$ cat config.mk
export PLATFORM = sky130hd
export DESIGN_NAME = time_module
export DESIGN_NICKNAME = d
export VERILOG_FILES = /design/src/rtl/time_module.sv
export SDC_FILE = /design/constraint.sdc
export NUM_CORES = 1
export LEC_CHECK = 0
export CORE_UTILIZATION = 35
export CTS_CLUSTER_DIAMETER = 120
export DETAILED_ROUTE_END_ITERATION = 7
export GPL_TIMING_DRIVEN = 0
export PLACE_DENSITY = 0.59
export SLEW_MARGIN = 40
export SYNTH_ARGS = -nofsm -noshare
export SYNTH_HDL_FRONTEND = slang
export SYNTH_SLANG_ARGS = --single-unit
export TNS_END_PERCENT = 50
$ cat constraint.sdc
create_clock -name clk -period 2.6 [get_ports clk]
set_input_delay 0.65 -clock clk [delete_from_list [all_inputs] [get_ports clk]]
set_output_delay 0.65 -clock clk [all_outputs]
set_load 0.03 [all_outputs]
$ cat src/rtl/time_module.sv
// Time-of-day counter: prescales the system clock to a 1 Hz tick and counts hh:mm:ss in binary.
// Output packing is hhhhh_mmmmmm_ssssss; the hour field feeds the date stage directly.
module time_module #(
  parameter int CLK_FREQ = 100_000_000,
  parameter int PRE_W    = 27
) (
  input  logic        clk,
  input  logic        rst,
  input  logic        en,
  input  logic        time_ow,
  input  logic [16:0] time_in,
  output logic [16:0] time_out,
  output logic        sec_pulse,
  output logic        day_rollover
);

  localparam logic [PRE_W-1:0] PRE_MAX = PRE_W'(CLK_FREQ - 1);

  function automatic logic [5:0] clamp_min_sec(input logic [5:0] v);
    return (v > 6'd59) ? 6'd0 : v;
  endfunction

  function automatic logic [4:0] clamp_hour(input logic [4:0] v);
    return (v > 5'd23) ? 5'd0 : v;
  endfunction

  logic [PRE_W-1:0] pre_p0;
  logic             wrap_p0;
  logic             tick_p1;
  logic [4:0]       hour_p2;
  logic [5:0]       min_p2;
  logic [5:0]       sec_p2;
  logic             sec_pulse_p2;
  logic             day_roll_p2;
  logic             sec_max;
  logic             min_max;
  logic             hour_max;

  assign wrap_p0  = en && (pre_p0 == PRE_MAX);
  assign sec_max  = (sec_p2 == 6'd59);
  assign min_max  = (min_p2 == 6'd59);
  assign hour_max = (hour_p2 == 5'd23);

  // Stage 0: prescaler
  always_ff @(posedge clk) begin
    if (rst) begin
      pre_p0 <= '0;
    end else if (time_ow || wrap_p0) begin
      pre_p0 <= '0;
    end else if (en) begin
      pre_p0 <= pre_p0 + 1'b1;
    end
  end

  // Stage 1: registered tick; held while paused so an already-counted second is not lost
  always_ff @(posedge clk) begin
    if (rst || time_ow) begin
      tick_p1 <= 1'b0;
    end else if (en) begin
      tick_p1 <= wrap_p0;
    end
  end

  // Stage 2: time fields and pulses
  always_ff @(posedge clk) begin
    if (rst) begin
      hour_p2      <= '0;
      min_p2       <= '0;
      sec_p2       <= '0;
      sec_pulse_p2 <= 1'b0;
      day_roll_p2  <= 1'b0;
    end else if (time_ow) begin
      hour_p2      <= clamp_hour(time_in[16:12]);
      min_p2       <= clamp_min_sec(time_in[11:6]);
      sec_p2       <= clamp_min_sec(time_in[5:0]);
      sec_pulse_p2 <= 1'b0;
      day_roll_p2  <= 1'b0;
    end else begin
      sec_pulse_p2 <= 1'b0;
      day_roll_p2  <= 1'b0;
      if (en && tick_p1) begin
        sec_pulse_p2 <= 1'b1;
        if (!sec_max) begin
          sec_p2 <= sec_p2 + 1'b1;
        end else begin
          sec_p2 <= '0;
          if (!min_max) begin
            min_p2 <= min_p2 + 1'b1;
          end else begin
            min_p2 <= '0;
            if (!hour_max) begin
              hour_p2 <= hour_p2 + 1'b1;
            end else begin
              hour_p2     <= '0;
              day_roll_p2 <= 1'b1;
            end
          end
        end
      end
    end
  end

  assign time_out     = {hour_p2, min_p2, sec_p2};
  assign sec_pulse    = sec_pulse_p2;
  assign day_rollover = day_roll_p2;

endmodule

# Yosys cells after proc, flatten, opt, wreduce, memory -nomap -nowiden
# Index checks and enable logic that the tools add are counted.
# classes
n_addsub,4
order_cmp,3
n_eq_ne,4
n_mux,17
bitwise,3
n_reduce_logical,12
# ops
op,count
$mux W6,9
$mux W5,6
$add A27 B1 Y27 const B,1
$eq A27 B27 Y1 const B,1
$add A6 B1 Y6 const B,2
$eq A6 B6 Y1 const B,2
$gt A6 B6 Y1 const B,2
$reduce_bool A2 Y1,3
$add A5 B1 Y5 const B,1
$eq A5 B5 Y1 const B,1
$gt A5 B5 Y1 const B,1
$reduce_or A5 Y1,1
$reduce_or A2 Y1,2
$not A1 Y1,3
$reduce_and A3 Y1,1
$logic_and A1 B1 Y1,2
$logic_or A1 B1 Y1,2
$mux W1,2
$reduce_and A2 Y1,1
# totals
regBits,47
input_bits,21
output_inout_bits,19

# Logic depth before layout (Yosys ltp)
# Gate-level depths: netlist of the first run.
# logic_depth
word_depth,6
mapped_depth,8
ltp_nobuf,6

# Worst setup path after synthesis of the first run
# OpenSTA, ideal clock, no wires.
# synth_path
path_kind,reg2reg
from,reg min_p2[1]
to,reg hour_p2[2]
arrival_time_ns,1.777
t_required_ns,2.483
setup_slack_ns,0.706
path_stages_with_launch,7
period_less_slack_ns,1.894
cell_sequence,dfxtp_1 -> ha_1 -> nor2b_1 -> a41oi_2 -> nor2_4 -> o21ai_1 -> a32o_1
# synth_between
elab_chain_cells,3
# synth_lines
item,line_no,text
"start, declared",31,logic [5:0] min_p2;
"start signal, assigned",74,min_p2 <= clamp_min_sec(time_in[11:6]);
"start signal, assigned",88,min_p2 <= min_p2 + 1'b1;
$eq A6 B6 Y1,41,assign min_max = (min_p2 == 6'd59);
$reduce_bool A2 Y1 (no source line),--,
$reduce_and A3 Y1 (no source line),--,
"end signal, assigned",73,hour_p2 <= clamp_hour(time_in[16:12]);
"end signal, assigned",92,hour_p2 <= hour_p2 + 1'b1;
"end, declared",30,logic [4:0] hour_p2;
# Every way passes these cells.
# A chain may end at the register's enable or synchronous reset.

# Worst setup path in the final report of the first run
# layout_path
from,reg min_p2[3]
to,out time_out[9]
# layout_rtl
item,line_no,text
"end, declared",12,"output logic [16:0] time_out,"
# No word-level cell between the ends.

==> results of run 1 <==
-- registers in the layout, summed over array words and instances, names as in the netlist --
signal,flops
sec_pulse,1
sec_p2,6
day_rollover,1
min_p2,6
tick_p1,1
hour_p2,5
pre_p0,27
-- cells in the final DEF (no fill, tap or decap), types with 10 or more instances in the layout --
cell type / count
nor3_1: 14
nor2_1: 45
nand3_1: 18
xor2_1: 10
a21oi_1: 17
clkdlybuf4s50_1: 37
xnor2_1: 15
dfxtp_1: 47
nand4_1: 10
nand2_1: 23
-- per-stage QoR --
step / hold slack [ns] / total power [mW]
after floorplan: 0.464 / 0.879
after global placement: 0.492 / 0.964
after detailed placement: 0.507 / 0.965
after CTS: 0.526 / 1.53
after global routing: 0.561 / 1.58
final: 0.527 / 1.51
-- per-layer routing --
| layer | share of wire, % | routed length, um | global-route usage [%] |
|---|---|---|---|
| met1 | 49 | 3010 | 22.4 |
| met2 | 46 | 2790 | 28.3 |
| met3 | 3.8 | 235 | 2.84 |
| met4 | 1.3 | 78 | 6.06 |
| met5 | 0 | 0 | 0 |
-- how the worst max path moves through the flow --
stage	depth (start not counted)	from	endpoint
after detailed placement	6	time_ow	sec_p2[4]
after global routing	1	min_p2[3]	time_out[9]
after CTS	1	min_p2[3]	time_out[9]
after floorplan	6	min_p2[1]	hour_p2[2]
after global placement	6	time_ow	sec_p2[4]
final	1	min_p2[3]	time_out[9]
-- final cells by class --
cell class	instances	area [um2]	area share (%)
multi-input cells	229	1500	48.0
flip-flops and latches	47	941	30.1
repair buffers	37	370	11.8
well taps	96	120	3.84
clock buffers	6	82.6	2.64
plain buffers	11	60.1	1.92
clock inverters	2	35.0	1.12
inverters	5	18.8	0.600
-- power breakdown --
part	switching (mW)	internal [mW]	total [mW]	leakage, nW
Clock	0.252	0.311	0.564	0.0612
Combinational	0.106	0.0855	0.192	0.616
Sequential	0.0216	0.735	0.757	0.381
Total	0.380	1.13	1.51	1.06
-- cell families (layout without fill, tap and decap cells) --
kind of cell | Yosys count | count (layout) | synth area share [%]
multiplexers | 2 | 2 | 0.794
AO/OA/AOI/OAI | 53 | 53 | 15.9
flip-flops | 47 | 47 | 37.3
adder cells (fa/ha/maj) | 4 | 4 | 1.99
AND/OR/NAND/NOR | 145 | 145 | 32.2
buffers and inverters | 16 | 61 | 3.13
XOR/XNOR | 25 | 25 | 8.68
==> results_dict.tcl, run 1 <==
set metrics [dict create \
    power.leakage_nw 1.06 \
    synthArstFlopShare_pct 0 \
    min_period_ns 2.18 \
    grt_max_degree 15 \
    crit_path_end_kind "output pin" \
    fillers 690 \
    initial_utilization_pct 36.7 \
    wl_mm 6.12 \
    grt_pass1_vias 2178 \
    grt_overflow 0 \
    antenna_found_initial 0 \
    cts_sinks 47 \
    min_from "pre_p0[26]" \
    gp_congestion 0.816 \
    setup-tns-final_ns 0 \
    row_count 30 \
    coreArea_um2 6870 \
    slew_headroom_pct 60.4 \
    vias 2277 \
    min_period_over_period_pct 83.7 \
    post_cts_buffers 0 \
    rsz0062_at_grt "false" \
    hp-class "flip-flop to flip-flop" \
    wl_per_cell_um 14.1 \
    crit_path_max_incr_delay_ns 0.73 \
    ys_types 57 \
    synth_fp_nets 317 \
    synth_top_area_share_pct 37.3 \
    worstSkewPairLatency_ns 0.31 \
    reg2reg_to "hour_p2[2]" \
    final_util_pct 45.6 \
    final_nets 361 \
    antenna_left 0 \
    hold_buffers 0 \
    slew_viol_final 0 \
    worstReg2RegStart "min_p2[0]" \
    required_ns 1.95 \
    cts-root-buf "clkbuf_8" \
    area_delta_synth_final_pct 24.1 \
    die-area_um2 7550 \
    outcome "complete, no violations" \
    cp_max_fo 8 \
    seq_area_frac_synth_pct 37.3 \
    synth.most_common_cell "dfxtp_1" \
    design_area_um2 3130 \
    htreeDepth 2 \
    r2r_cells 6 \
    antenna_cells 0 \
    drv_cap 0 \
    placed_cells 425 \
    tightestPinTransition_ns 0.586 \
    min_to "pre_p0[26]" \
    ios 40 \
    drive_above_1_share_pct 9.79 \
    crit_slowest_cell "clkdlybuf4s50_1" \
    arrival_ns 1.53 \
    path_cells "clkdlybuf4s50_1" \
    yosysWarnings 0 \
    synth-edff-count 0 \
    clock_skew_ns 0.0153 \
    placed_area_um2 3010 \
    grt_first_pass_wirelength_mm 10.2 \
    synthCells 292 \
    syn_area_um2 2520 \
    drc 0 \
    dr.first_iter.drc_count 89 \
    cp-start-kind "flip-flop" \
    cts_buffer_depth 2 \
    drt-vias-per-instance 5.26 \
    finalNonFillerCells 433 \
    track_usage_pct 17.1 \
    yosys-top-cells-count "dfxtp_1 (47), nor2_1 (45), nand2_1 (23)" \
    synth_area_per_cell_um2 8.63 \
    worstHoldPathCells 2 \
    hold_viol 0 \
    path_class "flip-flop to output pin" \
    synth_area_leaders "dfxtp_1 (37%), nor2_1 (6.7%), xnor2_1 (5.2%)" \
    die_h_um 86.9 \
    io_buffers 37 \
    finalSetupViolCount 0 \
    crit_buf_inv 1 \
    hpwlAfterDp_mm 4.45 \
    crit_family "buffers and inverters" \
    powerDensity_nw_per_um2 483 \
    post_cts_resized 0 \
    die_x_um 86.9 \
    cts_tree "built" \
    cts_buffers 5 \
    fmax_mhz 460 \
    ff2ff_setup_slack_ns 0.66 \
    synth_seq_cells 47 \
    first_pass_iters 4 \
    synth_top_cell_by_area "dfxtp_1" \
    ys.flop_type "dfxtp_1" \
    place_ws_ns 0.141 \
    worst_slack_ns 0.425 \
    clk_pin_slew_ns 0.10 \
    vdd_ir_drop_max_v 0.000215 \
]
Note: power is estimated with default switching activity, not from simulation.
==> run 2, diff against run 1 <==
==> constraint.sdc (replaced) <==
create_clock -name clk -period 2.12 [get_ports clk]
set_input_delay 0.53 -clock clk [delete_from_list [all_inputs] [get_ports clk]]
set_output_delay 0.53 -clock clk [all_outputs]
set_load 0.03 [all_outputs]
==> run 2 against run 1 <==
Non-clock buffer count did not move. Setup slack lost 0.34 ns. Global-route usage did not move. Clock skew stayed put. Critical path type unchanged. Critical endpoint is now time_out[2].
==> results_dict.tcl, run 2 (same netlist as run 1, synthesis figures left out) <==
set metrics [dict create \
    clock_skew_ns 0.0153 \
    cts_sinks 47 \
    hpwlAfterDp_mm 4.45 \
    vias 2277 \
    fillers 689 \
    outcome "complete, no violations" \
    powerDensity_nw_per_um2 592 \
    wl_per_cell_um 14.1 \
    clk_pin_slew_ns 0.10 \
    worstReg2RegStart "min_p2[0]" \
    r2r_cells 6 \
    hold_slack_ns 0.527 \
    slew_viol_final 0 \
    crit_buf_inv 1 \
    rsz0062_at_grt "false" \
    placed_cells 425 \
    crit_path_end_kind "output pin" \
    grt_first_pass_wirelength_mm 10.2 \
    arrival_ns 1.51 \
    top_register "pre_p0" \
    crit_family "buffers and inverters" \
    path_cells "clkdlybuf4s50_1" \
    crit_path_max_incr_delay_ns 0.72 \
    track_usage_pct 17.1 \
    first_pass_iters 4 \
    die-area_um2 7550 \
    final_nets 361 \
    die_x_um 86.9 \
    cts_buffers 5 \
    largest_register_ffs 27 \
    grt_max_degree 15 \
    htreeDepth 2 \
    cp_max_fo 8 \
    antenna_cells 0 \
    gp_congestion 0.816 \
    drt-vias-per-instance 5.26 \
    final_common_cell "dfxtp_1" \
    vdd_ir_drop_max_v 0.000264 \
    worstSkewPairLatency_ns 0.31 \
    hold_buffers 0 \
    final_util_pct 45.6 \
    antenna_left 0 \
    min_period_ns 2.04 \
    min_period_over_period_pct 96.2 \
    tightestPinTransition_ns 0.586 \
    row_count 30 \
    io_buffers 37 \
    slew_headroom_pct 60.4 \
    power.leakage_nw 1.08 \
    cts-root-buf "clkbuf_8" \
    hp-class "flip-flop to flip-flop" \
    post_cts_buffers 0 \
    grt_overflow 0 \
    cp-start-kind "flip-flop" \
    finalSetupViolCount 0 \
    finalNonFillerCells 433 \
    drc 0 \
    path_class "flip-flop to output pin" \
    drive_above_1_share_pct 9.79 \
    grt_pass1_vias 2178 \
    min_to "pre_p0[26]" \
    hold_viol 0 \
    coreArea_um2 6870 \
    layout_common_cells "dfxtp_1 (47), nor2_1 (45), clkdlybuf4s50_1 (36)" \
    min_from "pre_p0[26]" \
    required_ns 1.59 \
    reg2reg_to "hour_p2[2]" \
    antenna_found_initial 0 \
    ff2ff_setup_slack_ns 0.18 \
    top_regs "pre_p0 x27, min_p2 x6, sec_p2 x6" \
    fmax_mhz 490 \
    initial_utilization_pct 36.7 \
    drv_cap 0 \
    wl_mm 6.12 \
    ios 40 \
    dr.first_iter.drc_count 89 \
    worstHoldPathCells 2 \
    finalPower_mw 1.85 \
    die_h_um 86.9 \
    area_delta_synth_final_pct 24.2 \
    critPathLaunch "sec_p2[2]" \
    cts_buffer_depth 2 \
    crit_slowest_cell "clkdlybuf4s50_1" \
    cts_tree "built" \
]
run 2: changes by cell type in the layout (fill, tap and decap cells not counted):
cell / before / now
dlymetal6s2s_1: 0 / 1
clkdlybuf4s50_1: 37 / 36
run 2: worst max path at each step:
stage,end,slack (ns),depth (start not counted)
finish,time_out[2],0.08,1
global route,time_out[2],0.01,1
CTS,time_out[9],0.05,1
detailed placement,sec_p2[4],-0.22,6
global placement,sec_p2[4],-0.21,6
floorplan,hour_p2[2],0.23,6
run 2: tightest hold or removal path: cells and delay by family (launching register included):
kind	cells	cell delay, ns
DFF	1	0.36
xor gates and xnor gates	1	0.07
and+or+nand+nor	1	0.07
run 2: report_power, final:
part | switching [mW] | internal [mW]
Clock | 0.310 | 0.382
Sequential | 0.0265 | 0.902
Combinational | 0.130 | 0.105
run 2: timing repair:
item	CTS	global route
setup endpoints to repair	0	1
resized for setup	0	1
endpoints found under the hold margin	0	0
run 2: per-stage QoR:
stage	TNS, ns	setup slack (ns)	cell area, um2
3_5_place_dp	-1.22	-0.219	3010
2_1_floorplan	0	0.226	2520
3_3_place_gp	-1.17	-0.214	3010
4_1_cts	0	0.0514	3130
5_1_grt	0	0.0137	3130
6_report	0	0.0805	3130
run 2: cell type report:
| type | count | area [um2] | share of cell area, % |
|---|---|---|---|
| clock buffers | 6 | 82.6 | 2.64 |
| flip-flops and latches | 47 | 941 | 30.0 |
| well taps | 96 | 120 | 3.84 |
| inverters | 5 | 18.8 | 0.599 |
| multi-input cells | 229 | 1500 | 47.9 |
| clock inverters | 2 | 35.0 | 1.12 |
| repair buffers | 37 | 373 | 11.9 |
| plain buffers | 11 | 60.1 | 1.92 |
run 2: per-layer routing:
| metal | up-vias | global-route usage [%] | share of wire, % |
|---|---|---|---|
| met2 | 46 | 28.3 | 46 |
| met3 | 6 | 2.84 | 3.9 |
| met4 | 0 | 6.06 | 1.3 |
| met5 | - | 0 | 0 |
| li1 | 1158 | - | - |
| met1 | 1067 | 22.4 | 49 |
